===== src/rtl/bch_dec_ctrl.sv =====
// Frame-level sequencer for the BCH decoder: steps through syndrome accumulation, the BM solver
// and the Chien search, and drives the datapath strobes and the done/error pulses.
module bch_dec_ctrl #(
    parameter int N      = 15,
    parameter int CNT_W  = 4,
    parameter int BM_TMO = 64
) (
    input  logic             clk,
    input  logic             rst_n,
    input  logic             abort,
    input  logic             in_valid,
    input  logic             in_last,
    output logic             in_ready,
    output logic             syn_clr,
    output logic             syn_en,
    output logic             bm_start,
    input  logic             bm_done,
    output logic             chien_en,
    output logic [CNT_W-1:0] chien_idx,
    output logic             out_valid,
    input  logic             out_ready,
    output logic             busy,
    output logic             done,
    output logic             frame_err,
    output logic             tmo_err
);

    localparam int WAIT_W = $clog2(BM_TMO + 1);
    localparam logic [CNT_W-1:0]  LAST_IDX = CNT_W'(N - 1);
    localparam logic [WAIT_W-1:0] TMO_LAST = WAIT_W'(BM_TMO - 1);

    typedef enum logic [1:0] {IDLE, SYN, BM, CHIEN} state_e;

    state_e            state_q, state_d;
    logic [CNT_W-1:0]  bit_cnt_q, bit_cnt_d;
    logic [CNT_W-1:0]  chien_idx_q, chien_idx_d;
    logic [WAIT_W-1:0] wait_cnt_q, wait_cnt_d;
    logic              bm_start_q, bm_start_d;
    logic              done_q, done_d;
    logic              frame_err_q, frame_err_d;
    logic              tmo_err_q, tmo_err_d;
    logic              bit_acc;

    assign bit_acc = (state_q == SYN) && in_valid;

    always_comb begin
        state_d     = state_q;
        bit_cnt_d   = bit_cnt_q;
        chien_idx_d = chien_idx_q;
        wait_cnt_d  = wait_cnt_q;
        bm_start_d  = 1'b0;
        done_d      = 1'b0;
        frame_err_d = 1'b0;
        tmo_err_d   = 1'b0;

        case (state_q)
            IDLE: begin
                if (in_valid) begin
                    state_d   = SYN;
                    bit_cnt_d = '0;
                end
            end
            SYN: begin
                // A frame is good only if in_last lands exactly on the N-th accepted bit.
                if (bit_acc) begin
                    if (in_last != (bit_cnt_q == LAST_IDX)) begin
                        state_d     = IDLE;
                        frame_err_d = 1'b1;
                    end else if (in_last) begin
                        state_d    = BM;
                        bm_start_d = 1'b1;
                        wait_cnt_d = '0;
                    end else begin
                        bit_cnt_d = bit_cnt_q + CNT_W'(1);
                    end
                end
            end
            BM: begin
                if (bm_done) begin
                    state_d     = CHIEN;
                    chien_idx_d = '0;
                end else if (wait_cnt_q == TMO_LAST) begin
                    state_d   = IDLE;
                    tmo_err_d = 1'b1;
                end else begin
                    wait_cnt_d = wait_cnt_q + WAIT_W'(1);
                end
            end
            CHIEN: begin
                if (out_ready) begin
                    if (chien_idx_q == LAST_IDX) begin
                        state_d = IDLE;
                        done_d  = 1'b1;
                    end else begin
                        chien_idx_d = chien_idx_q + CNT_W'(1);
                    end
                end
            end
            default: state_d = IDLE;
        endcase

        if (abort) begin
            state_d     = IDLE;
            bm_start_d  = 1'b0;
            done_d      = 1'b0;
            frame_err_d = 1'b0;
            tmo_err_d   = 1'b0;
        end

        // Counters always rest at zero in IDLE, whichever way IDLE was reached.
        if (state_d == IDLE) begin
            bit_cnt_d   = '0;
            chien_idx_d = '0;
            wait_cnt_d  = '0;
        end
    end

    always_ff @(posedge clk or negedge rst_n) begin
        if (!rst_n) begin
            state_q     <= IDLE;
            bit_cnt_q   <= '0;
            chien_idx_q <= '0;
            wait_cnt_q  <= '0;
            bm_start_q  <= 1'b0;
            done_q      <= 1'b0;
            frame_err_q <= 1'b0;
            tmo_err_q   <= 1'b0;
        end else begin
            state_q     <= state_d;
            bit_cnt_q   <= bit_cnt_d;
            chien_idx_q <= chien_idx_d;
            wait_cnt_q  <= wait_cnt_d;
            bm_start_q  <= bm_start_d;
            done_q      <= done_d;
            frame_err_q <= frame_err_d;
            tmo_err_q   <= tmo_err_d;
        end
    end

    assign in_ready  = (state_q == SYN);
    assign syn_clr   = (state_q == IDLE);
    assign syn_en    = bit_acc;
    assign chien_en  = (state_q == CHIEN) && out_ready;
    assign out_valid = (state_q == CHIEN);
    assign busy      = (state_q != IDLE);
    assign chien_idx = chien_idx_q;
    assign bm_start  = bm_start_q;
    assign done      = done_q;
    assign frame_err = frame_err_q;
    assign tmo_err   = tmo_err_q;

endmodule


===== config.mk =====
export PLATFORM = sky130hd
export DESIGN_NAME = bch_dec_ctrl
export DESIGN_NICKNAME = d
export VERILOG_FILES = /design/src/rtl/bch_dec_ctrl.sv
export SDC_FILE = /design/constraint.sdc
export NUM_CORES = 1
export LEC_CHECK = 0
export CORE_MARGIN = 5
export CORE_UTILIZATION = 59
export CTS_BUF_LIST = sky130_fd_sc_hd__clkbuf_4
export DETAILED_ROUTE_END_ITERATION = 7
export GPL_ROUTABILITY_DRIVEN = 0
export GPL_TIMING_DRIVEN = 0
export HOLD_SLACK_MARGIN = 0.15
export MAX_ROUTING_LAYER = met4
export PLACE_DENSITY = 0.95
export SYNTH_ARGS = -nofsm -noshare
export SYNTH_HDL_FRONTEND = slang
export SYNTH_SLANG_ARGS = --single-unit

===== constraint.sdc =====
create_clock -name clk -period 4.4 [get_ports clk]
set_input_delay 0.88 -clock clk [delete_from_list [all_inputs] [get_ports clk]]
set_output_delay 0.88 -clock clk [all_outputs]
set_load 0.005 [all_outputs]

[Word-level counts from Yosys, hierarchy flattened]
Cells that the tools add are included.
Operators by class
  add/sub/neg operators: 3
  eq/ne operators: 17
  muxes and demuxes: 45
  reduce and logical (&&, ||, !) cells: 11
Operator list (number)
  $mux 7: 6
  $mux 4: 9
  $mux 2: 9
  $mux 1: 17
  $pmux 4 s2: 2
  $ne 3x2->1 const B: 5
  $pmux 7 s2: 1
  $ne 3x3->1 const B: 3
  $reduce_bool 3->1: 3
  $add 4x1->4 const B: 2
  $eq 4x4->1 const B: 2
  $pmux 2 s4: 1
  $add 7x1->7 const B: 1
  $eq 7x6->1 const B: 1
  $ne 3x1->1 const B: 2
  $reduce_and 6->1: 1
  $reduce_and 5->1: 1
  $eq 2x2->1 const B: 2
  $logic_not 2->1: 2
  $reduce_and 4->1: 1
  $eq 2x1->1 const B: 1
  $logic_and 1x1->1: 2
  $reduce_bool 2->1: 1
  $ne 1x1->1: 1
Storage, ports and cells
  bits of input ports: 7
  word-level logic and storage cells: 84
  bits in registers: 21

[Logic depth before layout (Yosys ltp)]
  depth in word-level cells: 9
  mapped depth: 9
  gate-level depth less buffers: 8

[Least setup slack after synthesis]
OpenSTA, ideal clock, no wires.
  path kind: input-to-reg
  from: input in_last
  to: register chien_idx_q[1] (netlist: chien_idx[1])
  slack: 2210 ps
  arrival: 2103 ps
  setup time: 87 ps
  data required time: 4313 ps
  path buffers: 1
  cell stages on the path: 6
  cell sequence: ha_1 -> o21a_1 -> a22oi_1 -> o221ai_2 -> buf_2 -> a22oi_1
On the way
  cells in the longest elaborated chain, start to end: 8
  elaborated cells on any way between the ends: 13
Ends and longest elaborated chain
  from (decl): RTL line 12  | input logic in_last,
  $mux 2 / $ne 1x1->1 (equally long branches): RTL line 69, 66
  $mux 2 (*): RTL line 66  | if (in_last != (bit_cnt_q == LAST_IDX)) begin
  $mux 2 (*): RTL line 65  | if (bit_acc) begin
  $pmux 2 s4 (*): RTL line 56  | case (state_q)
  $mux 2 (*): RTL line 102  | if (abort) begin
  $logic_not 2->1 (*): RTL line 111  | if (state_d == IDLE) begin
  $ne 3x2->1 (no source line) (tied with other cells)
  $reduce_and 4->1 (no source line)
  to (signal assigned): RTL line 131  | chien_idx_q <= chien_idx_d;
  to (decl): RTL line 36  | logic [CNT_W-1:0] chien_idx_q, chien_idx_d;
Mark *: on every way between the ends. The rest lies on a longest branch, timed or not.
A chain may end at the register's enable or synchronous reset.

[Final worst setup path]
  from: input in_valid
  to: output syn_en
On the way
  cells in the longest elaborated chain, start to end: 1
Ends and longest elaborated chain
  from (decl): RTL line 11  | input logic in_valid,
  $logic_and 1x1->1: RTL line 44  | assign bit_acc = (state_q == SYN) && in_valid;
  to (decl): RTL line 15  | output logic syn_en,
No other way between the ends.

==> summary.txt <==
Status
  – Status: finished, final reports clean

STA
  – Slew margin rel.: between 30% and 40%
  – Fmax achieved: about 320 MHz
  – Setup TNS: 0 ns
  – Period utilisation layout: between 70% and 80%
  – Worst-Margin Slew: about 0.97 ns
  – Fin. max-slew vios: 0
  – Setup-failing EPs final: 0
  – PnR worst setup slack: around 1.2 ns
  – Tmin final: ~3.2 ns
  – RSZ-0062 raised after global routing: false
  – Worst Skew: 0.00426 ns
  – Final hold vios: 0

Clock tree
  – Total CTS buffers: 3
  – Clk sinks: 21
  – Clk slew on worst S/H paths: around 0.12 ns
  – Cts repair resizes: 0
  – CTS Hold Bufs: 0
  – Max Root-Sink Buffers: 2
  – # Post-CTS Setup Buffers: 0
  – # H-tree levels: 1
  – CTS root buf: clkbuf_4
  – Worst-Skew Late Latency: 0.31 ns
  – CTS tree: done

Critical path
  – CP bufs+invs: 3
  – CP Data Arrival Time: 2.29 ns
  – CP peak stage delay: a little over 0.6 ns
  – Crit-path cells: clkdlybuf4s50_1, nand3b_1, inv_1, clkdlybuf4s50_1
  – CP Launch Type: input port
  – Critical path class: input port to output pin
  – Crit. End Element: output pin
  – Cell mode on critical path: clkdlybuf4s50_1
  – CP Depth: 4
  – Crit path max fanout: 8
  – Req. time, crit path: roughly 3.5 ns
  – Worst path slowest cell: clkdlybuf4s50_1
  – R2R cell count: 9
  – Worst path top cell family by delay: buffers and inverters

Logic synthesis
  – Cell area after synthesis: around 1300 um2
  – Synthesis warning total: 0
  – Netlist cell types: 43
  – Post-synthesis sequential area ratio: roughly 41%
  – Post-Syn Nets: between 100 and 150
  – Synth Instances: between 100 and 150
  – Post-synthesis register bit count: 21
  – Syn Area/Cell: 9.89 um2

Global routing
  – Initial antenna violation count: 0
  – Vias in the first global route: 1132
  – GRT overflow: 0
  – Largest net degree at the start of global routing: 22
  – Global Route Usage Sum: slightly above 20%
  – First-pass GRT wire length: 5030 um

Worst hold path
  – Min-Delay Path Depth: 2
  – HP Class: flop to flop

Detailed routing
  – DRT antenna net count: 0
  – WL per Instance: roughly 16 um
  – DRC viols: 0
  – Vias: roughly 1200
  – Met2 Routed Length: approximately 1600 um
  – Via density: about 6.3
  – Highest Signal Layer: met4
  – Metal1 wirelength: approximately 1200 um
  – First-pass iteration count of the detailed router: 4
  – Initial drt markers: 31
  – Total wire length: approximately 3000 um
  – Met3 WL: 171 um

Pwr
  – Pwr Density: around 210 nW/um2
  – Leakage power: about 0.65 nW
  – Pwr Total: approximately 330 uW
  – Maximum vdd drop: ~0.19 mV

Die
  – Die area: around 3200 um2
  – DIE HEIGHT: approximately 57 um
  – Core box area: 2150 um2
  – Site Rows: 17
  – # IOs: 21
  – DIE WIDTH: 56.9 um
  – Initial Util: between 60% and 70%

Finish
  – Final core utilization: slightly above 70%
  – Layout cell share with drive strength beyond 1: ~10%
  – Inserted Diodes: 0
  – Fin area: 1560 um2
  – Fill cell count: ~160
  – Nets: between 150 and 200
  – Synthesis-to-finish area growth: 20.3%

Placement
  – PortBufs: 20
  – Placed cell areas: roughly 1500 um2
  – Place WS: approximately 1.2 ns
  – Detail Placement HPWL: between 2000 and 2500 um

Run
  – Max-cap viol count: 0
==> through the flow <==
step | hold slack, ns | cells
after floorplan | 0.523 | 131
after global placement | 0.548 | 179
after detailed placement | 0.562 | 179
final | 0.579 | 183
after CTS | 0.582 | 183
after global routing | 0.615 | 183
==> synthesized netlist by cell type (all sizes together) <==
| cell type | n | share of area (%) |
|---|---|---|
| a21boi | 2 | 1.2 |
| a21oi | 5 | 1.9 |
| a221oi | 6 | 4.1 |
| a22oi | 6 | 3.5 |
| a32oi | 1 | 0.68 |
| a41oi | 1 | 0.68 |
| and2 | 1 | 0.48 |
| and3 | 4 | 1.9 |
| and4 | 1 | 0.68 |
| buf | 5 | 2.3 |
| dfrtp | 21 | 41 |
| ha | 6 | 5.8 |
| inv | 9 | 2.6 |
| mux2i | 2 | 1.5 |
| nand2 | 8 | 2.3 |
| nand2b | 4 | 1.9 |
| nand3 | 11 | 4.6 |
| nand3b | 1 | 0.58 |
| nand4 | 1 | 0.48 |
| nor2 | 3 | 0.87 |
| nor2b | 1 | 0.48 |
| nor3 | 4 | 1.5 |
| nor3b | 2 | 1.5 |
| nor4b | 2 | 1.4 |
| nor4bb | 1 | 0.77 |
| o21a | 4 | 2.3 |
| o21ai | 4 | 1.5 |
| o221ai | 1 | 1.2 |
| o22ai | 1 | 0.48 |
| o311ai | 2 | 2.7 |
| o31a | 1 | 0.77 |
| o31ai | 1 | 0.58 |
| o41a | 1 | 0.87 |
| or3 | 2 | 1.1 |
| or3b | 2 | 1.4 |
| xnor2 | 4 | 2.7 |
==> logic make-up (layout without fill, tap and decap cells) <==
| logic type | count (synthesis) | in the layout | synth area share [%] |
|---|---|---|---|
| buffers and inverters | 14 | 38 | 4.93 |
| flip-flops | 21 | 21 | 40.6 |
| adder cells (fa/ha/maj) | 6 | 6 | 5.80 |
| multiplexers | 2 | 2 | 1.55 |
| XOR/XNOR | 4 | 4 | 2.71 |
| AO/OA/AOI/OAI | 36 | 36 | 22.4 |
| AND/OR/NAND/NOR | 48 | 48 | 22.0 |
==> state kept, by name (all words and copies together), names as in the netlist <==
signal,cells
wait_cnt_q,7
done,1
bm_start,1
state_q,2
tmo_err,1
chien_idx,4
bit_cnt_q,4
frame_err,1
==> final cells by class <==
type | instances | area, um2 | area share, %
multi-input cells | 96 | 706 | 45.3
inverters | 9 | 33.8 | 2.17
flip-flops and latches | 21 | 526 | 33.7
well taps | 28 | 35.0 | 2.25
clock buffers | 3 | 22.5 | 1.45
repair buffers | 20 | 200 | 12.9
clock inverters | 1 | 5.00 | 0.321
plain buffers | 5 | 30.0 | 1.93
==> routing by layer <==
layer  vias up  track usage [%]
met1       567             23.1
met3         6             2.76
met2        43             35.1
met4         0             7.95
met5         -                -
li1        545                -
==> placed cells by master (no fill, tap or decap), types with 2 or more instances in the layout <==
cell type / count
dfrtp_1: 21
clkdlybuf4s50_1: 20
nand3_1: 10
inv_1: 9
nand2_1: 8
a22oi_1: 6
a221oi_1: 6
ha_1: 6
a21oi_1: 5
and3_1: 4
nand2b_1: 4
o21a_1: 4
nor3_1: 4
xnor2_1: 4
o21ai_0: 4
buf_2: 3
nor2_1: 3
clkbuf_4: 3
or3b_2: 2
mux2i_1: 2
nor4b_1: 2
==> path summary, 6_finish.rpt <==
check                         startpoint             to  slack, ns
max                             in_valid         syn_en       1.23
min reg2reg                wait_cnt_q[1]  wait_cnt_q[1]       0.58
min                        wait_cnt_q[1]  wait_cnt_q[1]       0.58
max reg2reg                 bit_cnt_q[0]   chien_idx[0]       2.02
min in group asynchronous          rst_n   chien_idx[2]       1.09
max in group asynchronous          rst_n     state_q[0]       2.72
==> where the power goes <==
part	leakage (nW)	total [mW]	switching, mW	internal, mW
Clock	0.0177	0.0961	0.0621	0.0340
Combinational	0.345	0.0419	0.0246	0.0173
Sequential	0.292	0.195	0.00120	0.194
==> worst min-delay path, stage by stage, from the launching register on <==
cell and delay, ns:
dfrtp_1 0.42, nand3_1 0.08, a22oi_1 0.06
(Power assumes the default switching activity.)
